File: src/rtl/dm_pkg.sv
// rtl/dm_pkg.sv - DataMover command/status types, field positions and chunk helper
package dm_pkg;

  localparam int CMD_W     = 72;
  localparam int BTT_LSB   = 0;
  localparam int BTT_W     = 23;
  localparam int TYPE_BIT  = 23;
  localparam int DSA_LSB   = 24;
  localparam int DSA_W     = 6;
  localparam int EOF_BIT   = 30;
  localparam int DRR_BIT   = 31;
  localparam int SADDR_LSB = 32;
  localparam int SADDR_W   = 32;
  localparam int TAG_LSB   = 64;
  localparam int TAG_W     = 4;
  localparam int RSVD_LSB  = 68;
  localparam int RSVD_W    = 4;

  typedef struct packed {
    logic [3:0]  rsvd;
    logic [3:0]  tag;
    logic [31:0] saddr;
    logic        drr;
    logic        eof;
    logic [5:0]  dsa;
    logic        typ;
    logic [22:0] btt;
  } dm_cmd_t;

  typedef struct packed {
    logic       okay;
    logic       slverr;
    logic       decerr;
    logic       interr;
    logic [3:0] tag;
  } dm_sts_t;

  typedef enum logic [1:0] {
    ST_IDLE,
    ST_ISSUE,
    ST_DRAIN,
    ST_DONE
  } dm_state_e;

  // Bytes that fit before the next max_chunk-aligned boundary, capped by rem.
  function automatic logic [22:0] dm_chunk(input logic [31:0] addr,
                                           input logic [22:0] rem,
                                           input logic [22:0] max_chunk);
    logic [22:0] off;
    logic [22:0] room;
    off  = addr[22:0] & (max_chunk - 23'd1);
    room = max_chunk - off;
    return (rem < room) ? rem : room;
  endfunction

endpackage

File: src/rtl/dm_outstanding_cnt.sv
// rtl/dm_outstanding_cnt.sv - up/down count of sub-commands awaiting status
module dm_outstanding_cnt #(
  parameter int MAX_OUTSTANDING = 4
) (
  input  logic clk_i,
  input  logic rst_ni,
  input  logic inc_i,
  input  logic dec_i,
  output logic full_o,
  output logic empty_o
);

  logic [3:0] cnt_q;
  logic [3:0] cnt_d;

  always_comb begin
    cnt_d = cnt_q;
    if (inc_i && !dec_i) begin
      cnt_d = cnt_q + 4'd1;
    end else if (dec_i && !inc_i && (cnt_q != 4'd0)) begin
      cnt_d = cnt_q - 4'd1;
    end
  end

  always_ff @(posedge clk_i or negedge rst_ni) begin
    if (!rst_ni) begin
      cnt_q <= 4'd0;
    end else begin
      cnt_q <= cnt_d;
    end
  end

  assign full_o  = (cnt_q == 4'(MAX_OUTSTANDING));
  assign empty_o = (cnt_q == 4'd0);

endmodule

File: src/rtl/dm_cmd_splitter.sv
// rtl/dm_cmd_splitter.sv - splits one DataMover command into boundary-aligned sub-commands
import dm_pkg::*;

module dm_cmd_splitter #(
  parameter int MAX_CHUNK_BYTES = 4096,
  parameter int MAX_OUTSTANDING = 4
) (
  input  logic              S_AXI_ACLK,
  input  logic              S_AXI_ARESETN,
  input  logic [CMD_W-1:0]  pi_command,
  input  logic              pi_valid,
  output logic              po_ready,
  output logic [CMD_W-1:0]  po_dm_cmd,
  output logic              po_dm_cmd_valid,
  input  logic              pi_dm_cmd_ready,
  input  logic [7:0]        pi_dm_sts,
  input  logic              pi_dm_sts_valid,
  output logic              po_dm_sts_ready,
  output logic              po_done,
  output logic              po_error,
  input  logic              pi_error_clr
);

  localparam logic [22:0] CHUNK = 23'(MAX_CHUNK_BYTES);

  dm_state_e   state_q;
  dm_cmd_t     cmd_q;
  logic [31:0] addr_q;
  logic [22:0] rem_q;
  logic        eof_q;
  logic        ready_q;
  logic        valid_q;
  logic        done_q;
  logic        error_q;

  dm_cmd_t     in_cmd;
  dm_cmd_t     first_cmd;
  dm_cmd_t     next_cmd;
  logic [22:0] in_chunk;
  logic [22:0] nx_chunk;
  dm_sts_t     sts;
  logic        cmd_hs;
  logic        sts_hs;
  logic        sts_bad;
  logic        cnt_full;
  logic        cnt_empty;

  assign sts     = dm_sts_t'(pi_dm_sts);
  assign cmd_hs  = valid_q && pi_dm_cmd_ready;
  assign sts_hs  = pi_dm_sts_valid;
  // A status arriving with nothing outstanding is dropped and flagged.
  assign sts_bad = !sts.okay || sts.interr || sts.decerr || sts.slverr ||
                   (sts.tag != cmd_q.tag) || cnt_empty;

  always_comb begin
    in_cmd.btt   = pi_command[BTT_LSB +: BTT_W];
    in_cmd.typ   = pi_command[TYPE_BIT];
    in_cmd.dsa   = pi_command[DSA_LSB +: DSA_W];
    in_cmd.eof   = pi_command[EOF_BIT];
    in_cmd.drr   = pi_command[DRR_BIT];
    in_cmd.saddr = pi_command[SADDR_LSB +: SADDR_W];
    in_cmd.tag   = pi_command[TAG_LSB +: TAG_W];
    in_cmd.rsvd  = pi_command[RSVD_LSB +: RSVD_W];

    in_chunk      = dm_chunk(in_cmd.saddr, in_cmd.btt, CHUNK);
    first_cmd     = in_cmd;
    first_cmd.btt = in_chunk;
    first_cmd.eof = in_cmd.eof && (in_chunk == in_cmd.btt);

    nx_chunk       = dm_chunk(addr_q, rem_q, CHUNK);
    next_cmd       = cmd_q;
    next_cmd.saddr = addr_q;
    next_cmd.btt   = nx_chunk;
    next_cmd.drr   = 1'b0;
    next_cmd.eof   = eof_q && (nx_chunk == rem_q);
  end

  dm_outstanding_cnt #(
    .MAX_OUTSTANDING(MAX_OUTSTANDING)
  ) u_cnt (
    .clk_i   (S_AXI_ACLK),
    .rst_ni  (S_AXI_ARESETN),
    .inc_i   (cmd_hs),
    .dec_i   (sts_hs && !cnt_empty),
    .full_o  (cnt_full),
    .empty_o (cnt_empty)
  );

  // addr_q/rem_q always describe the sub-command after the one held in cmd_q.
  always_ff @(posedge S_AXI_ACLK or negedge S_AXI_ARESETN) begin
    if (!S_AXI_ARESETN) begin
      state_q <= ST_IDLE;
      cmd_q   <= '0;
      addr_q  <= '0;
      rem_q   <= '0;
      eof_q   <= 1'b0;
      ready_q <= 1'b0;
      valid_q <= 1'b0;
      done_q  <= 1'b0;
    end else begin
      done_q <= 1'b0;
      case (state_q)
        ST_IDLE: begin
          ready_q <= 1'b1;
          if (pi_valid && ready_q) begin
            ready_q <= 1'b0;
            cmd_q   <= first_cmd;
            addr_q  <= in_cmd.saddr + 32'(in_chunk);
            rem_q   <= in_cmd.btt - in_chunk;
            eof_q   <= in_cmd.eof;
            if (in_cmd.btt == 23'd0) begin
              state_q <= ST_DONE;
            end else begin
              state_q <= ST_ISSUE;
              valid_q <= 1'b1;
            end
          end
        end
        ST_ISSUE: begin
          if (cmd_hs) begin
            valid_q <= 1'b0;
            if (rem_q == 23'd0) begin
              state_q <= ST_DRAIN;
            end
          end else if (!valid_q && !cnt_full) begin
            valid_q <= 1'b1;
            cmd_q   <= next_cmd;
            addr_q  <= addr_q + 32'(nx_chunk);
            rem_q   <= rem_q - nx_chunk;
          end
        end
        ST_DRAIN: begin
          if (cnt_empty) begin
            state_q <= ST_DONE;
          end
        end
        ST_DONE: begin
          done_q  <= 1'b1;
          ready_q <= 1'b1;
          state_q <= ST_IDLE;
        end
        default: state_q <= ST_IDLE;
      endcase
    end
  end

  always_ff @(posedge S_AXI_ACLK or negedge S_AXI_ARESETN) begin
    if (!S_AXI_ARESETN) begin
      error_q <= 1'b0;
    end else if (sts_hs && sts_bad) begin
      error_q <= 1'b1;
    end else if (pi_error_clr) begin
      error_q <= 1'b0;
    end
  end

  assign po_ready        = ready_q;
  assign po_dm_cmd       = cmd_q;
  assign po_dm_cmd_valid = valid_q;
  assign po_dm_sts_ready = 1'b1;
  assign po_done         = done_q;
  assign po_error        = error_q;

endmodule
File: config.mk
export PLATFORM = sky130hd
export DESIGN_NAME = dm_cmd_splitter
export DESIGN_NICKNAME = d
export VERILOG_FILES = /design/src/rtl/dm_pkg.sv /design/src/rtl/dm_outstanding_cnt.sv /design/src/rtl/dm_cmd_splitter.sv
export SDC_FILE = /design/constraint.sdc
export NUM_CORES = 1
export LEC_CHECK = 0
export CORE_ASPECT_RATIO = 1.5
export CORE_MARGIN = 5
export CORE_UTILIZATION = 25
export DETAILED_ROUTE_END_ITERATION = 10
export PLACE_DENSITY = 0.44
export RECOVER_POWER = 25
export SYNTH_ARGS = -nofsm -noshare
export SYNTH_HDL_FRONTEND = slang
export SYNTH_SLANG_ARGS = --single-unit
export TNS_END_PERCENT = 50
File: constraint.sdc
create_clock -name S_AXI_ACLK -period 6.1 [get_ports S_AXI_ACLK]
set_input_delay 0.61 -clock S_AXI_ACLK [delete_from_list [all_inputs] [get_ports S_AXI_ACLK]]
set_output_delay 0.61 -clock S_AXI_ACLK [all_outputs]
set_load 0.005 [all_outputs]
======== Word level (Yosys, flattened, before mapping) ========
Index checks and enable logic that the tools add are counted.
operators by class
  add/sub/neg operators ................... 8
  magnitude comparators ................... 2
  equal/unequal tests ..................... 15
  muxes and demuxes ....................... 32
  bitwise logic cells ..................... 1
  reduce and logical (&&, ||, !) cells .... 35
operators with widths
  kind                                                count
  one-hot mux 72 bit (2 select lines)                 1
  2-to-1 mux 64 bit                                   2
  2-to-1 mux 23 bit                                   5
  2-to-1 mux 32 bit                                   3
  2-to-1 mux 72 bit                                   1
  adder 32 x 23 -> 32 bit                             2
  one-hot mux 32 bit (2 select lines)                 1
  equality test 23 bit                                2
  zero test 23 bit                                    2
  less-than comparator 23 bit                         2
  one-hot mux 23 bit (2 select lines)                 1
  subtractor 23 bit                                   2
  subtractor 13 x 12 -> 14 bit, first input constant  2
  inequality test 2 bit, second input constant        6
  AND reduction 4 bit                                 3
  logical AND 1 bit                                   10
  2-to-1 mux 2 bit                                    5
  2-to-1 mux 1 bit                                    8
  2-to-1 mux 4 bit                                    2
  one-hot mux 2 bit (4 select lines)                  1
  nonzero test 2 bit                                  4
  zero test 1 bit                                     6
  logical OR 1 bit                                    5
  adder 4 x 1 -> 4 bit, second input constant         1
  other kinds (14)                                    16
word-level totals
  register bits after elaboration ......... 138
  input bits .............................. 86
  output and inout bits ................... 77

======== Longest topological paths before layout ========
Gate-level depths: netlist of run 1.
  depth after elaboration ................. 8
  depth in mapped cells ................... 27
  gate-level depth less buffers ........... 26

======== Hierarchy ========
A second synthesis of run 1 with hierarchy kept.
unflattened totals
  cell total of the unflattened synthesis .. 1,394
  area total of the unflattened synthesis .. 11,850.1 µm²
modules (own cells, without submodules)
  module              times used  cells each  area each (µm²)  sequential area each (µm²)
  dm_cmd_splitter     1           1,372       11,572.3         3,353.2
  dm_outstanding_cnt  1           22          277.8            100.1

======== Worst setup path before layout of run 1 ========
OpenSTA, ideal clock, no wires.
  kind .................................... register -> register
  from .................................... register addr_q[2]
  to ...................................... register rem_q[19]
  setup time .............................. 83 ps
  arrival ................................. 5,446 ps
  data required time ...................... 6,017 ps
  slack ................................... 572 ps
  cell stages (with the launch flop) ...... 26
  clock period less this slack ............ 5,528 ps
  cell sequence ........................... dfrtp_1 -> nor3_1 -> nand2b_1 -> nor4_1 -> or3b_2 -> xor2_1 -> inv_1 -> ha_1 -> nand3_1 -> nor3_1 -> o2111ai_1 -> and4b_1 -> buf_6 -> buf_12 -> mux2i_1 -> inv_1 -> ha_1 -> nor2b_1 -> o21ai_1 -> a21boi_1 -> o311a_1 -> a31o_2 -> a221oi_4 -> nand3_1 -> o32a_1 -> o21ai_0
on the way
  longest elaborated chain between the ends .. 7
RTL lines
  item                                   line                    RTL
  start: declaration                     dm_cmd_splitter.sv:28   logic [31:0] addr_q;
  start signal: assignment               dm_cmd_splitter.sv:108  addr_q <= in_cmd.saddr + 32'(in_chunk);
  start signal: assignment               dm_cmd_splitter.sv:128  addr_q <= addr_q + 32'(nx_chunk);
  subtractor 13 x 12 -> 14 bit *         dm_pkg.sv:52            room = max_chunk - off;
  less-than comparator 23 bit            dm_pkg.sv:53            return (rem < room) ? rem : room;
  2-to-1 mux 23 bit *                    dm_pkg.sv:53
  subtractor 23 bit *                    dm_cmd_splitter.sv:129  rem_q <= rem_q - nx_chunk;
  2-to-1 mux 23 bit *                    dm_cmd_splitter.sv:125  end else if (!valid_q && !cnt_full) begin
  2-to-1 mux 23 bit *                    dm_cmd_splitter.sv:120  if (cmd_hs) begin
  one-hot mux 23 bit (2 select lines) *  dm_cmd_splitter.sv:102  case (state_q)
  end signal: assignment                 dm_cmd_splitter.sv:109  rem_q <= in_cmd.btt - in_chunk;
  end signal: assignment                 dm_cmd_splitter.sv:129
  end: declaration                       dm_cmd_splitter.sv:29   logic [22:0] rem_q;
Every way passes the cells marked *; elsewhere a longest branch is shown, timed or not. The select of a mux whose other input is x is not followed.
A chain may end at the register's enable or synchronous reset.

======== Worst setup path in the final report of run 1 ========
  from .................................... register addr_q[0]
  to ...................................... register addr_q[20]
on the way
  longest elaborated chain between the ends .. 7
RTL lines
  item                                   line
  subtractor 13 x 12 -> 14 bit           dm_pkg.sv:52
  less-than comparator 23 bit            dm_pkg.sv:53
  2-to-1 mux 23 bit                      dm_pkg.sv:53
  adder 32 x 23 -> 32 bit *              dm_cmd_splitter.sv:128
  2-to-1 mux 32 bit *                    dm_cmd_splitter.sv:125
  2-to-1 mux 32 bit *                    dm_cmd_splitter.sv:120
  one-hot mux 32 bit (2 select lines) *  dm_cmd_splitter.sv:102
Marked as above.

==> impl_results.md, run 1 <==
- Largest net degree at the start of global routing: 65
- Post-synth cell types: 93
- Top cell type's share of synthesized area: 0.304
- Final worst path period share: 0.949
- Area leader, netlist: dfrtp_1
- Worst r2r src: addr_q[0]
- CP Class: reg -> reg
- Vias in the first global route: around 12000
- First-pass GRT wire length: between 60000 and 70000 um
- Failing checks: capacitance limit, slew limit
- Post-route cell area: about 15000 um^2
- Max Slew Vio Count: 93
- Root Buffer: clkbuf_16
- Critical Path Sink Type: flip-flop
- Initial Util: 0.253
- DRC viols: 0
- End of the critical path: addr_q[20]
- Synth Instances: 1348
- EDFF count, synth: 0
- Final WL: approximately 45000 um
- Post-Layout Cell Count: approximately 2200
- Top cells by area, synth: dfrtp_1 30%, ha_1 12%, o21ai_0 5.2%
- Placement Cell Area: ~15000 um^2
- Setup ws final: a little over 0.3 ns
- Core footprint: ~45000 um^2
- Post-synth top flop: dfrtp_1
- Crit-path max FO: 7
- Reg2reg end: addr_q[20]
- Core Util, Final: 0.345
- Die area: roughly 50000 um^2
- Final GP Congestion: 0.859
- Diode count: 0
- Commonest cells post-synth: 147 x nand2_1, 138 x dfrtp_1, 119 x o21ai_0, 109 x a21oi_1, 105 x ha_1
- Status: finished, violations left
- Startpoint Class: flip-flop
- Tot GR Track Use: 0.179
- Worst-Skew Late Latency: approximately 0.46 ns
- Site Rows: 95
- Dpl ws: -0.435 ns
- CTS tree: done
- Most frequent cell after synthesis: nand2_1
- Post-route clock skew: 0.0150 ns
- Total chip power: roughly 7.7 mW
- Initial antenna violation count: 0
- CP required: about 6.4 ns
- Synthesized area: between 10000 and 15000 um^2
- Vias: 11200
- Leakage: between 6 and 7 nW
- Synth Register Bits: ~140
- R2R cell count: 24
- Layout cells sized above 1: 0.161
- Final setup fails: 0
- DR WL/cell: roughly 20 um
- Port Buffers: approximately 160
- Highest Clock Rate: 173 MHz
- Routed Antenna Nets: 0
- Avg Cell Area, Syn: between 8 and 9 um^2
- DP Cell Count: roughly 2200
- Post-DP HPWL: 34700 um
- TritonCTS Buffers: 17
- Max VDD drop: around 0.22 mV
- Clock tree buffer depth: 2
- Crit path DAT: slightly above 6 ns
- Worst hold path type: reg -> reg
- DR pass1 iterations: 6
- Sink Count: approximately 140
- Die Wd: between 150 and 200 um
- Clk pin slew, worst setup/hold paths: 0.08 ns
- Post-layout min period: 5.79 ns
- Final Hold Slack: 0.483 ns
- Nets@finish: approximately 1800
- H-tree Lvls: 4
- Initial DRC Count: just under 600
- Pwr per Cell Area: between 400 and 500 nW/um^2
- Syn-to-layout area delta: 36.1%
- Grt total ovfl: 0
- Slew @ Worst Pin: 3.25 ns
- Crit path from: addr_q[0]
- Relative slew slack: -1.17
- # IOs: 163
- Final hold violations: 0
- Ys Warns: 0
- TNS Setup: 0 ns
- MaxCap Viol Count: 2
- R2r setup slk: slightly above 0.3 ns
- Die Y: approximately 270 um
- FFs w/ async S/R, synth: 1.00
- Vias/cell: approximately 5
- Post-synthesis sequential area ratio: 0.304
## area by class of cell
class,instances,area [um^2]
clock buffer,17,425
clock inverter,15,146
fill,4755,29400
inverter,66,248
multi-input combinational,1111,7710
sequential,138,3450
tap,582,728
timing repair buffer,317,2780
## how the worst min path moves through the flow
stage / from / endpoint / slack (ns) / cells past startpoint
floorplan: S_AXI_ARESETN / addr_q[0] / 0.31 / 0
global placement: po_dm_cmd[24] / po_dm_cmd[24] / 0.46 / 2
detailed placement: po_dm_cmd[24] / po_dm_cmd[24] / 0.47 / 2
CTS: S_AXI_ARESETN / po_dm_cmd[46] / 0.12 / 1
global route: u_cnt.cnt_q[3] / u_cnt.cnt_q[3] / 0.51 / 1
finish: po_dm_cmd[24] / po_dm_cmd[24] / 0.48 / 2
## logic make-up after synthesis
| group | share of synthesized area |
|---|---|
| DFF | 0.304 |
| adders and majority gates | 0.124 |
| buffers and inverters | 0.0430 |
| and+or+nand+nor | 0.181 |
| xor gates and xnor gates | 0.0739 |
| muxes | 0.0261 |
| other | 0.000660 |
| AOI/OAI and AO/OA | 0.247 |
## routing by layer
metal	up-vias	global-route usage	share of wire
met3	60	0.0228	0.029
met4	0	0.0707	0.038
li1	5461	-	-
met1	5457	0.202	0.40
met5	-	0	0
met2	219	0.335	0.54
## worst max-delay path: stages (launching register included)
cell	delay, ns
dfrtp_1	0.37
inv_1	0.15
ha_1	0.24
inv_1	0.09
or4_4	0.58
xor2_2	0.16
inv_1	0.07
ha_1	0.29
a21o_1	0.16
a21o_1	0.17
a21oi_1	0.15
nor2_1	0.06
and4b_4	0.40
buf_4	0.21
mux2_4	0.34
ha_1	0.29
and2_1	0.19
and3_1	0.24
and3_1	0.23
a21oi_4	0.22
a311oi_1	0.12
a2111o_1	0.44
o31ai_1	0.26
xnor2_1	0.16
o21ai_1	0.07
## placed cells by master, fill, tap and decap left out, types with 37 or more instances in the layout
cell type / count
a21o_1: 37
a21oi_1: 106
buf_4: 154
clkdlybuf4s50_1: 160
dfrtp_1: 138
ha_1: 103
inv_1: 65
nand2_1: 146
nor2_1: 92
o21ai_0: 115
xnor2_1: 44
xor2_1: 50
## repair_timing
| action | 4_1_cts | 5_1_grt |
|---|---|---|
| buffers inserted | 0 | 2 |
| resized for setup | 0 | 37 |
| setup endpoints to repair | 0 | 33 |
| hold buffers | 0 | 0 |
## state kept, by name (all words and copies together), names as in the netlist
signal and cells:
addr_q 32, eof_q 1, po_dm_cmd 72, po_dm_cmd_valid 1
po_done 1, po_error 1, po_ready 1, rem_q 23
state_q 2, u_cnt.cnt_q 4
## report_power, final
part | total [mW] | switching, mW | internal [mW] | leakage [nW]
logic | 4.94 | 2.73 | 2.21 | 4.95
registers | 1.71 | 0.376 | 1.33 | 1.70
clock network | 1.06 | 0.521 | 0.543 | 0.276
total | 7.71 | 3.63 | 4.08 | 6.93
Power figures use the tool's default switching activity.
==> inputs of run 2 (changes only) <==
Settings changed: DONT_BUFFER_PORTS set to 1, PLACE_DENSITY 0.44 to 0.39, RECOVER_POWER 25 to not set.
==> run 2 against run 1 <==
Against the previous run:
- the flow now finishes without violations
- clock skew hardly changed
- utilization is 4.9 points lower
- via count is 8.0% lower
- largest power group unchanged
- maximum frequency is 0.46% higher
- total power is 5.5% lower
- clock power is 6% higher
- register-to-register slack better by 0.03 ns
- critical path type unchanged
==> impl_results.md, run 2 (same netlist as run 1, synthesis figures left out) <==
- Port Buffers: 0 (was 161)
- Die Wd: 184 um (unchanged)
- Filler cells: 4818 (was 4755)
- Initial Util: 0.253 (unchanged)
- Highest Clock Rate: 174 MHz (was 173 MHz)
- Setup ws final: 0.337 ns (was 0.311 ns)
- Initial antenna violation count: 0 (unchanged)
- Site Rows: 95 (unchanged)
- Most common cell after layout, fill and taps aside: nand2_1 (was clkdlybuf4s50_1)
- Final hold violations: 0 (unchanged)
- DR pass1 iterations: 5 (was 6)
- DRC viols: 0 (unchanged)
- # IOs: 163 (unchanged)
- Die area: 50000 um^2 (unchanged)
- Crit path DAT: 6.07 ns (was 6.13 ns)
- Leakage: 5.98 nW (was 6.93 nW)
- CP max-delay cell: or3b_2 (was or4_4)
- Commonest non-fill, non-tap cells in the layout: 146 x nand2_1, 138 x dfrtp_1, 115 x o21ai_0, 109 x a21oi_1, 104 x ha_1 (was 160 x clkdlybuf4s50_1, 154 x buf_4, 146 x nand2_1, 138 x dfrtp_1, 115 x o21ai_0)
- Clock tree buffer depth: 2 (unchanged)
- Crit path from: addr_q[4] (was addr_q[0])
- CP required: 6.41 ns (was 6.44 ns)
- Diode count: 0 (unchanged)
- Vias/cell: 5.12 (was 4.99)
- Final GP Congestion: 0.862 (was 0.859)
- R2r setup slk: 0.34 ns (was 0.31 ns)
- Final setup fails: 0 (unchanged)
- Largest net degree at the start of global routing: 139 (was 65)
- Routed Antenna Nets: 0 (unchanged)
- Worst hold path type: in -> async (was reg -> reg)
- Post-route clock skew: 0.0146 ns (was 0.0150 ns)
- Worst r2r src: addr_q[4] (was addr_q[0])
- Pwr per Cell Area: 549 nW/um^2 (was 498 nW/um^2)
- Critical Path Max Stage Delay: 0.47 ns (was 0.58 ns)
- Dpl ws: -0.0521 ns (was -0.435 ns)
- RSZ-0062 raised after global routing: false
- Post-layout min period: 5.76 ns (was 5.79 ns)
- Final Hold Slack: 0.155 ns (was 0.483 ns)
- Nets@finish: 1614 (was 1847)
- DR WL/cell: 21.9 um (was 19.9 um)
- Slew @ Worst Pin: 0.989 ns (was 3.25 ns)
- Critical Path Sink Type: flip-flop (unchanged)
- CP Class: reg -> reg (unchanged)
- Sink Count: 138 (unchanged)
- Grt total ovfl: 0 (unchanged)
- Syn-to-layout area delta: 16.7% (was 36.1%)
- Initial DRC Count: 460 (was 588)
- Status: finished clean (was finished, violations left)
- Crit-path max FO: 6 (was 7)
- R2R cell count: 25 (was 24)
- TritonCTS Buffers: 17 (unchanged)
- Relative slew slack: 0.339 (was -1.17)
- Vias in the first global route: 10900 (was 11700)
- Root Buffer: clkbuf_16 (unchanged)
- Reg2reg end: addr_q[18] (was addr_q[20])
- Multi-input logic area: 7600 um^2 (was 7710 um^2)
- FF/Latch Area: 3450 um^2 (unchanged)
- First-pass GRT wire length: 67300 um (was 69300 um)
- Startpoint Class: flip-flop (unchanged)
- MaxCap Viol Count: 0 (was 2)
- Worst-Skew Late Latency: 0.45 ns (was 0.46 ns)
- Core footprint: 44900 um^2 (unchanged)
- Max VDD drop: 0.222 mV (was 0.221 mV)
- CP dominant cell by count: buf_4
- CTS tree: done (unchanged)
- Post-DP HPWL: 33300 um (was 34700 um)
- H-tree Lvls: 4 (unchanged)
- Max Slew Vio Count: 0 (was 93)
- Vias: 10300 (was 11200)
- Final WL: 44200 um (was 44700 um)
- Die Y: 271 um (unchanged)
- Clk pin slew, worst setup/hold paths: 0.07 ns (was 0.08 ns)
- Layout cells sized above 1: 0.128 (was 0.161)
- Final worst path period share: 0.945 (was 0.949)
- Tot GR Track Use: 0.176 (was 0.179)
- Largest register FFs: 72 (unchanged)
run 2: changes by cell type in the layout (fill, tap and decap cells not counted), moves of 3 or more:
cell and delta:
clkdlybuf4s50_1 -160, a21oi_1 +3, buf_4 -71, nor2_2 -3
a21oi_2 -3
run 2: worst max path at each step:
stage | endpoint | slack [ns] | cells past startpoint
floorplan | rem_q[19] | 0.57 | 25
global placement | addr_q[22] | 0.03 | 27
detailed placement | addr_q[26] | -0.05 | 26
CTS | rem_q[20] | 0.01 | 25
global route | addr_q[26] | 0.005 | 26
finish | addr_q[18] | 0.34 | 25
run 2: metal layers:
layer | vias to the layer above | share of wire | GRT usage
met5 | - | 0 | 0
met4 | 0 | 0.032 | 0.0641
met3 | 59 | 0.041 | 0.0338
met2 | 208 | 0.54 | 0.329
met1 | 5033 | 0.39 | 0.196
li1 | 4999 | - | -
run 2: area by class of cell:
type | instances | area share
Clock buffer | 17 | 0.0320
Clock inverter | 15 | 0.0132
Inverter | 66 | 0.0187
Multi-Input combinational cell | 1111 | 0.572
Sequential cell | 138 | 0.260
Tap cell | 582 | 0.0548
Timing Repair Buffer | 84 | 0.0490
run 2: critical path, delay by kind of cell, from the launching register on:
kind,cells,cell delay (ns)
compound gates,6,1.14
flops,1,0.40
mux,1,0.33
simple gates,10,2.27
fa+ha+maj,2,0.61
buf+inv,4,0.57
xor+xnor,2,0.29
run 2: per-stage QoR:
step / instances / utilization / cell area, um^2 / setup TNS (ns) / total power, mW
4_1_cts: 2011 / 0.294 / 13200 / 0 / 7.35
2_1_floorplan: 1367 / - / 11400 / 0 / 4.66
3_3_place_gp: 1978 / 0.280 / 12600 / 0 / 6.14
5_1_grt: 2013 / 0.296 / 13300 / 0 / 7.98
6_report: 2013 / 0.296 / 13300 / 0 / 7.29
3_5_place_dp: 1978 / 0.280 / 12600 / -0.0689 / 6.15
run 2: what timing repair did:
item,in CTS,in global routing
endpoints found under the hold margin,138,0
endpoints found under the setup margin,0,27
hold buffers,1,0
gates resized for setup,0,16
buffers inserted,0,2
run 2: power breakdown:
part           leakage [nW]  total, mW  switching [mW]  internal, mW
clock network         0.294       1.12           0.535         0.588
registers              1.70       1.77           0.434          1.33
logic                  3.99       4.40            2.61          1.79
total                  5.98       7.29            3.58          3.71
